### src/rtl/uart_pkg.sv
// Shared definitions for the UART peripheral: FSM encoding, register select
// values and STATUS register bit positions.
package uart_pkg;

    typedef enum logic [1:0] {
        IDLE  = 2'd0,
        START = 2'd1,
        DATA  = 2'd2,
        STOP  = 2'd3
    } uart_state_t;

    localparam logic SEL_DATA   = 1'b0;
    localparam logic SEL_STATUS = 1'b1;

    localparam int STAT_FULL      = 0;
    localparam int STAT_EMPTY     = 1;
    localparam int STAT_SHIFTING  = 2;
    localparam int STAT_OVERFLOW  = 3;
    localparam int STAT_COUNT_LSB = 8;
    localparam int STAT_COUNT_W   = 7;

endpackage

### src/rtl/sync_fifo.sv
// Single-clock FIFO with occupancy count; a push on a full FIFO is accepted
// only when a pop happens on the same edge.
module sync_fifo #(
    parameter int DEPTH = 8,
    parameter int WIDTH = 8
) (
    input  logic                   clk,
    input  logic                   rst,
    input  logic                   push,
    input  logic                   pop,
    input  logic [WIDTH-1:0]       din,
    output logic [WIDTH-1:0]       dout,
    output logic                   full,
    output logic                   empty,
    output logic [$clog2(DEPTH):0] count
);
    localparam int PTR_W = $clog2(DEPTH);
    localparam logic [PTR_W:0] FULL_COUNT = DEPTH[PTR_W:0];

    logic [WIDTH-1:0] mem [DEPTH];
    logic [PTR_W-1:0] wr_ptr;
    logic [PTR_W-1:0] rd_ptr;
    logic             do_push;
    logic             do_pop;

    assign full    = (count == FULL_COUNT);
    assign empty   = (count == '0);
    assign do_pop  = pop && !empty;
    assign do_push = push && (!full || do_pop);
    assign dout    = mem[rd_ptr];

    // Storage is deliberately left out of reset; only pointers and count are cleared.
    always_ff @(posedge clk) begin
        if (do_push) begin
            mem[wr_ptr] <= din;
        end
    end

    always_ff @(posedge clk or posedge rst) begin
        if (rst) begin
            wr_ptr <= '0;
            rd_ptr <= '0;
            count  <= '0;
        end else begin
            if (do_push) begin
                wr_ptr <= wr_ptr + 1'b1;
            end
            if (do_pop) begin
                rd_ptr <= rd_ptr + 1'b1;
            end
            case ({do_push, do_pop})
                2'b10:   count <= count + 1'b1;
                2'b01:   count <= count - 1'b1;
                default: count <= count;
            endcase
        end
    end

endmodule

### src/rtl/peripheral_uart.sv
// Memory-mapped 8N1 UART transmitter with a TX FIFO, a DATA register for
// queueing bytes and a STATUS register for flags and FIFO occupancy.
module peripheral_uart
    import uart_pkg::*;
#(
    parameter int BAUD_DIV   = 104,
    parameter int FIFO_DEPTH = 8
) (
    input  logic        clk,
    input  logic        RESET,
    input  logic        mem_wstrb,
    input  logic        mem_rstrb,
    input  logic        mem_sel,
    input  logic [31:0] mem_wdata,
    output logic [31:0] mem_rdata,
    output logic        tx,
    output logic        busy
);
    localparam int          CNT_W      = $clog2(FIFO_DEPTH) + 1;
    localparam logic [15:0] BIT_RELOAD = 16'(BAUD_DIV - 1);

    uart_state_t      state;
    logic [15:0]      baud_cnt;
    logic [2:0]       bit_idx;
    logic [7:0]       shift_reg;
    logic             overflow;
    logic             fifo_full;
    logic             fifo_empty;
    logic [CNT_W-1:0] fifo_count;
    logic [7:0]       fifo_dout;
    logic             push;
    logic             pop;
    logic             bit_done;
    logic             shifting;
    logic [31:0]      status_word;
    logic             unused_wdata;

    assign unused_wdata = ^{mem_wdata[31:8], mem_wdata[2:0]};

    assign bit_done = (baud_cnt == 16'd0);
    assign shifting = (state != IDLE);
    assign busy     = shifting || !fifo_empty;
    assign push     = mem_wstrb && (mem_sel == SEL_DATA);
    // Pop from IDLE, or at the last cycle of a stop bit to chain frames without a gap.
    assign pop      = !fifo_empty && ((state == IDLE) || ((state == STOP) && bit_done));

    sync_fifo #(
        .DEPTH (FIFO_DEPTH),
        .WIDTH (8)
    ) u_fifo (
        .clk   (clk),
        .rst   (RESET),
        .push  (push),
        .pop   (pop),
        .din   (mem_wdata[7:0]),
        .dout  (fifo_dout),
        .full  (fifo_full),
        .empty (fifo_empty),
        .count (fifo_count)
    );

    always_comb begin
        status_word                                    = '0;
        status_word[STAT_FULL]                         = fifo_full;
        status_word[STAT_EMPTY]                        = fifo_empty;
        status_word[STAT_SHIFTING]                     = shifting;
        status_word[STAT_OVERFLOW]                     = overflow;
        status_word[STAT_COUNT_LSB +: STAT_COUNT_W]    = STAT_COUNT_W'(fifo_count);
    end

    always_ff @(posedge clk) begin
        if (pop) begin
            shift_reg <= fifo_dout;
        end
    end

    always_ff @(posedge clk or posedge RESET) begin
        if (RESET) begin
            state    <= IDLE;
            baud_cnt <= '0;
            bit_idx  <= '0;
            tx       <= 1'b1;
        end else begin
            case (state)
                IDLE: begin
                    if (pop) begin
                        state    <= START;
                        baud_cnt <= BIT_RELOAD;
                        tx       <= 1'b0;
                    end
                end
                START: begin
                    if (bit_done) begin
                        state    <= DATA;
                        baud_cnt <= BIT_RELOAD;
                        bit_idx  <= '0;
                        tx       <= shift_reg[0];
                    end else begin
                        baud_cnt <= baud_cnt - 16'd1;
                    end
                end
                DATA: begin
                    if (bit_done) begin
                        baud_cnt <= BIT_RELOAD;
                        if (bit_idx == 3'd7) begin
                            state <= STOP;
                            tx    <= 1'b1;
                        end else begin
                            bit_idx <= bit_idx + 3'd1;
                            tx      <= shift_reg[bit_idx + 3'd1];
                        end
                    end else begin
                        baud_cnt <= baud_cnt - 16'd1;
                    end
                end
                STOP: begin
                    if (bit_done) begin
                        if (pop) begin
                            state    <= START;
                            baud_cnt <= BIT_RELOAD;
                            tx       <= 1'b0;
                        end else begin
                            state <= IDLE;
                        end
                    end else begin
                        baud_cnt <= baud_cnt - 16'd1;
                    end
                end
                default: state <= IDLE;
            endcase
        end
    end

    // A dropped DATA write is one that finds the FIFO full with no pop on the same edge.
    always_ff @(posedge clk or posedge RESET) begin
        if (RESET) begin
            overflow  <= 1'b0;
            mem_rdata <= '0;
        end else begin
            if (push && fifo_full && !pop) begin
                overflow <= 1'b1;
            end else if (mem_wstrb && (mem_sel == SEL_STATUS) && mem_wdata[STAT_OVERFLOW]) begin
                overflow <= 1'b0;
            end
            if (mem_rstrb) begin
                mem_rdata <= (mem_sel == SEL_STATUS) ? status_word : 32'd0;
            end
        end
    end

endmodule

### config.mk
export PLATFORM = sky130hd
export DESIGN_NAME = peripheral_uart
export DESIGN_NICKNAME = d
export VERILOG_FILES = /design/src/rtl/uart_pkg.sv /design/src/rtl/sync_fifo.sv /design/src/rtl/peripheral_uart.sv
export SDC_FILE = /design/constraint.sdc
export NUM_CORES = 1
export LEC_CHECK = 0
export ABC_AREA = 1
export CORE_MARGIN = 4
export CORE_UTILIZATION = 45
export CTS_CLUSTER_DIAMETER = 100
export DETAILED_ROUTE_END_ITERATION = 12
export DONT_BUFFER_PORTS = 1
export PLACE_DENSITY = 0.64
export SLEW_MARGIN = 15
export SYNTH_ARGS = -nofsm -noshare
export SYNTH_HDL_FRONTEND = slang
export SYNTH_SLANG_ARGS = --single-unit
### constraint.sdc
create_clock -name clk -period 4.1 [get_ports clk]
set_input_delay 0.41 -clock clk [delete_from_list [all_inputs] [get_ports clk]]
set_output_delay 0.41 -clock clk [all_outputs]
set_load 0.01 [all_outputs]
**After elaboration in Yosys (flattened, before gate mapping)**

Memories as Yosys holds them, arrays and structs flattened. A register that Yosys moved wholly into a read port is not among the register bits.
Index checks and enable logic that the tools add are counted.

- $add $sub $neg: 6
- Order comparisons: 1
- Equal/unequal tests: 13
- Mux-type cells: 29
- Bitwise operators: 1
- Reduce and logical (&&, ||, !) cells: 26

Operators by type and width:

| kind | count |
|---|---|
| 2-to-1 mux 16 bit | 3 |
| one-hot mux 16 bit (3 select lines) | 1 |
| zero test 16 bit | 1 |
| subtractor 16 x 1 -> 16 bit, second input constant | 1 |
| 2-to-1 mux 12 bit | 1 |
| != test 2 bit, second input constant | 6 |
| 2-to-1 mux 1 bit | 11 |
| 2-to-1 mux 2 bit | 5 |
| adder 3 x 1 -> 3 bit, second input constant | 3 |
| logical AND 1 bit | 9 |
| 2-to-1 mux 3 bit | 3 |
| one-hot mux 2 bit (4 select lines) | 1 |
| one-hot mux 4 bit (2 select lines) | 1 |
| nonzero test 2 bit | 4 |
| equality test 2 bit, second input constant | 3 |
| one-hot mux 3 bit (2 select lines) | 1 |
| AND reduction 5 bit | 1 |
| adder 4 x 1 -> 4 bit, second input constant | 1 |
| equality test 2 x 1 -> 1 bit, second input constant | 2 |
| equality test 4 bit, second input constant | 1 |
| zero test 4 bit | 1 |
| < comparator 3 x 4 -> 1 bit, second input constant | 1 |
| one-hot mux 1 bit (4 select lines) | 1 |
| AND reduction 4 bit | 1 |
| other kinds (9) | 13 |

- Register bits after elaboration: 65
- Bits in writable memories: 64
- Output and inout port bits: 34
- Logic and storage cells: 86
- Memories kept: 1

Memories:

| memory | depth | bits a word | read ports | clocked after memory_dff | wr ports | line | source |
|---|---|---|---|---|---|---|---|
| u_fifo.mem | 8 | 8 | 1 | 1 | 1 | sync_fifo.sv:20 | `logic [WIDTH-1:0] mem [DEPTH];` |

**Depth between registers and ports, before layout**

- Depth after elaboration: 9
- Gate-level depth with buffers: 15

**Modules after synthesis**

From an unflattened synthesis, not the netlist that was laid out.

- Cells, all modules: 575
- Area, all modules: 5659.2 sq um

Modules (own cells, without submodules):

| module | times used | cells an instance | area each (sq um) |
|---|---|---|---|
| sync_fifo | 1 | 253 | 3150.5 |
| peripheral_uart | 1 | 322 | 2508.7 |

**Worst setup path before layout**

Ideal clock, no wire load.

- Path type: reg-to-reg
- From: reg baud_cnt[0]
- To: reg u_fifo.count[3]
- Arrival time: 2502 ps
- Data required time: 3975 ps
- Slack: 1473 ps
- Cell stages (with the launch flop): 15
- Path buffers: 0
- Clock period less this slack: 2627 ps
- Cell sequence: dfrtp_1 inv_1 ha_1 nand2_2 nor2_2 nand3_1 nand2_2 nand2_4 inv_1 ha_1 ha_1 a21oi_1 o21ai_0 xor2_1 mux2_2

- Cells in the longest elaborated chain, start to end: 9

Ends and longest elaborated chain:

| item | line | source |
|---|---|---|
| from (decl) | peripheral_uart.sv:23 | `logic [15:0] baud_cnt;` |
| from (signal assigned) | peripheral_uart.sv:99 | `baud_cnt <= baud_cnt - 16'd1;` |
| from (signal assigned) | peripheral_uart.sv:113 | `baud_cnt <= baud_cnt - 16'd1;` |
| from (signal assigned) | peripheral_uart.sv:126 | `baud_cnt <= baud_cnt - 16'd1;` |
| zero test 16 bit * | peripheral_uart.sv:40 | `assign bit_done = (baud_cnt == 16'd0);` |
| logical AND 1 bit * | peripheral_uart.sv:45 | `assign pop = !fifo_empty && ((state == IDLE) \|\| ((state == STOP) && bit_done));` |
| logical OR 1 bit * | peripheral_uart.sv:45 |  |
| logical AND 1 bit * | peripheral_uart.sv:45 |  |
| net pop | peripheral_uart.sv:32 | `logic pop;` |
| logical AND 1 bit * | sync_fifo.sv:28 | `assign do_pop = pop && !empty;` |
| logical OR 1 bit | sync_fifo.sv:29 | `assign do_push = push && (!full \|\| do_pop);` |
| logical AND 1 bit | sync_fifo.sv:29 |  |
| equality test 2 x 1 -> 1 bit / equality test 2 bit (equally long branches) | sync_fifo.sv:51 | `case ({do_push, do_pop})` |
| one-hot mux 4 bit (2 select lines) / nonzero test 2 bit (equally long branches) | -- |  |
| to (signal assigned) | sync_fifo.sv:52 | `2'b10: count <= count + 1'b1;` |
| to (signal assigned) | sync_fifo.sv:53 | `2'b01: count <= count - 1'b1;` |
| to (signal assigned) | sync_fifo.sv:54 | `default: count <= count;` |
| to (decl) | sync_fifo.sv:15 | `output logic [$clog2(DEPTH):0] count` |

Mark *: on every way through the listed nets, which the timed path passes. The rest lies on a longest branch.
A chain may end at the register's enable or synchronous reset.

**Final worst setup path**

Ends and elaborated chain as after synthesis.

==> impl_metrics.env <==
export IMPL_status="finished with violations"
export IMPL_violations="hold timing"
export IMPL_gp_congestion=0.794
export IMPL_worstPathArrival_ns=3.43
export IMPL_io_pins=71
export IMPL_max_stage_delay_ns=0.37
export IMPL_cts_root_buf="clkbuf_16"
export IMPL_yosys_warnings=0
export IMPL_die_h_um=118
export IMPL_timing_hold_ws_ns=-0.000757
export IMPL_period_share=0.763
export IMPL_syn_area_per_cell_um2=9.94
export IMPL_die_w_um=118
export IMPL_fin_setup_tns_ns=0
export IMPL_insertion_delay_ns=0.42
export IMPL_clkTransAtPathRegs_ns=0.06
export IMPL_p_leak_nw=2.55
export IMPL_ys_seq_elements=113
export IMPL_grt_ovfl_total=0
export IMPL_grt_pass1_vias=3575
export IMPL_cp_required_ns=4.40
export IMPL_most_common_layout_cells="nand2_1, nor2_1, edfxtp_1"
export IMPL_synthToLayoutAreaGrowth_pct=10.6
export IMPL_fillers=1004
export IMPL_crit_type="register to register"
export IMPL_drt_iter0_markers=274
export IMPL_numCtsBuffers=17
export IMPL_grt_max_degree=42
export IMPL_cts_tree="yes"
export IMPL_diodes=0
export IMPL_irDropWorstVdd_v=0.000484
export IMPL_synth_cell_types=35
export IMPL_dp_hpwl_um=6610
export IMPL_drcViolationCount=0
export IMPL_wl_per_cell_um=14.4
export IMPL_synthFlopType="edfxtp_1"
export IMPL_cts_htree_levels=4
export IMPL_postSynth_asyncResetShare=0.363
export IMPL_crit_path_frequent_cell="ha_1"
export IMPL_dpl_cell_count=677
export IMPL_cts_buffer_depth=2
export IMPL_p_per_area_mw_per_mm2=788
export IMPL_rsz0062_at_grt="no"
export IMPL_dr_pass1_iters=4
export IMPL_cp_max_fo=22
export IMPL_yosysSeqAreaShare=0.585
export IMPL_slew_headroom=0.306
export IMPL_final_hold_viol_count=1
export IMPL_grt_pass1_wl_um=17200
export IMPL_setup_viol=0
export IMPL_rows=39
export IMPL_holdBufCountCts=0
export IMPL_cts_sinks=113
export IMPL_holdCritPathClass="primary input to asynchronous set/reset pin"
export IMPL_finalCriticalPeriod_ns=3.13
export IMPL_path_buf_inv=2
export IMPL_finalNonFillerCells=709
export IMPL_end_kind="register"
export IMPL_seq_area_mm2=0.00319
export IMPL_drive_gt1_frac=0.0954
export IMPL_slew_violations=0
export IMPL_syn_inst=548
export IMPL_worst_setup_path_start_kind="register"
export IMPL_top_regs="u_fifo.mem x64, baud_cnt x16"
export IMPL_initial_core_util=0.469
export IMPL_routed_wl_um=10200
export IMPL_nets=604
export IMPL_post_cts_setup_buffers=0
export IMPL_path_cells="inv_1 -> ha_1 -> nand2_2 -> nor2_2 -> nand3_1 -> nand2_2 -> nand2_4 -> inv_1 -> ha_1 -> ha_1 -> a21oi_1 -> o21ai_0 -> xor2_1 -> mux2_2"
export IMPL_final_common_cell="nand2_1"
export IMPL_io_buffer_count=0
export IMPL_maxCapViolCount=0
export IMPL_drtAntennaViolNets=0
export IMPL_cts_resized=0
export IMPL_worst_pin_slew_ns=1.04
export IMPL_grt_usage=0.155
export IMPL_core_area_mm2=0.0116
export IMPL_multiInputGateArea_mm2=0.00190
export IMPL_vias=3666
export IMPL_dieArea_mm2=0.0139
export IMPL_top_register="u_fifo.mem"
export IMPL_cpLargestDelayFamily="adder cells"
export IMPL_synth_edff_count=72
export IMPL_crit_slowest_cell="dfrtp_1"
export IMPL_vias_per_cell=5.17
export IMPL_antenna_found_initial=0
export IMPL_max_freq_mhz=320
export IMPL_largest_reg_flops=64
export IMPL_synth_area_mm2=0.00545
export IMPL_skew_ns=0.00459
through the flow:
step	utilization	cell area (um^2)	worst slack (ns)	hold WS, ns	power [mW]
after floorplan	-	5540	1.47	0.446	3.08
final	0.519	6030	0.973	-0.000757	4.75
after global placement	0.472	5480	1.06	0.453	3.37
after CTS	0.519	6030	0.958	0.0179	4.78
after detailed placement	0.472	5480	0.965	0.463	3.42
after global routing	0.519	6030	0.719	0.0515	5.12
cell usage after synthesis (2+ instances only):
library cell,n,area (um^2)
o31ai_1,2,15.0
xor2_1,14,123
nand2_2,4,25.0
inv_1,52,195
buf_1,4,15.0
nor2_1,76,285
a21oi_1,5,25.0
nand2_4,3,33.8
clkbuf_1,9,33.8
o21ai_0,34,170
buf_4,25,188
o21ai_1,6,30.0
nand2_1,98,368
nor2_2,5,31.3
nor3_1,4,20.0
ha_1,13,163
nor2_4,2,22.5
o22ai_1,5,31.3
dfrtp_1,40,1000
edfxtp_1,72,2160
xnor2_1,4,35.0
nand3_1,43,215
o32ai_1,16,140
cell families after synthesis:
group / Yosys count / synth area share
buffers and inverters: 93 / 0.0827
flip-flops: 113 / 0.585
other: 1 / 0.000688
adder cells (fa/ha/maj): 14 / 0.0335
AO/OA/AOI/OAI: 70 / 0.0788
AND/OR/NAND/NOR: 238 / 0.188
XOR/XNOR: 18 / 0.0289
multiplexers: 1 / 0.00207
power breakdown:
| group | internal (mW) | total [mW] | switching [mW] |
|---|---|---|---|
| sequential | 1.50 | 1.73 | 0.237 |
| clock | 0.793 | 1.35 | 0.556 |
| combinational | 0.580 | 1.67 | 1.09 |
| total | 2.87 | 4.75 | 1.88 |
cell type report:
class,count,area share
Sequential cell,113,0.529
Multi-Input combinational cell,365,0.314
Clock buffer,18,0.0729
Inverter,54,0.0336
Tap cell,143,0.0297
Clock inverter,14,0.0178
Timing Repair Buffer,2,0.00249
final timing paths:
check / from / to / slack (ns) / cells after the start
min in group clk: mem_wdata[7] / u_fifo.mem[7][7]$_DFFE_PP_ / 0.09 / 0
min reg2reg: u_fifo.count[0]$_DFFE_PP0P_ / u_fifo.count[0]$_DFFE_PP0P_ / 0.48 / 1
max: baud_cnt[0]$_DFF_PP0_ / u_fifo.count[3]$_DFFE_PP0P_ / 0.97 / 14
min: RESET / u_fifo.wr_ptr[0]$_DFFE_PP0P_ / -0.0008 / 2
max reg2reg: baud_cnt[0]$_DFF_PP0_ / u_fifo.count[3]$_DFFE_PP0P_ / 0.97 / 14
max in group asynchronous: RESET / tx$_DFFE_PP1P_ / 3.72 / 2
routing by layer:
metal	share of wire	up-vias	global-route usage
met5	0	-	0
met4	0.014	0	0.0623
met3	0.048	15	0.0529
met2	0.49	81	0.254
met1	0.45	1769	0.189
li1	-	1801	-
(Power assumes the default switching activity.)
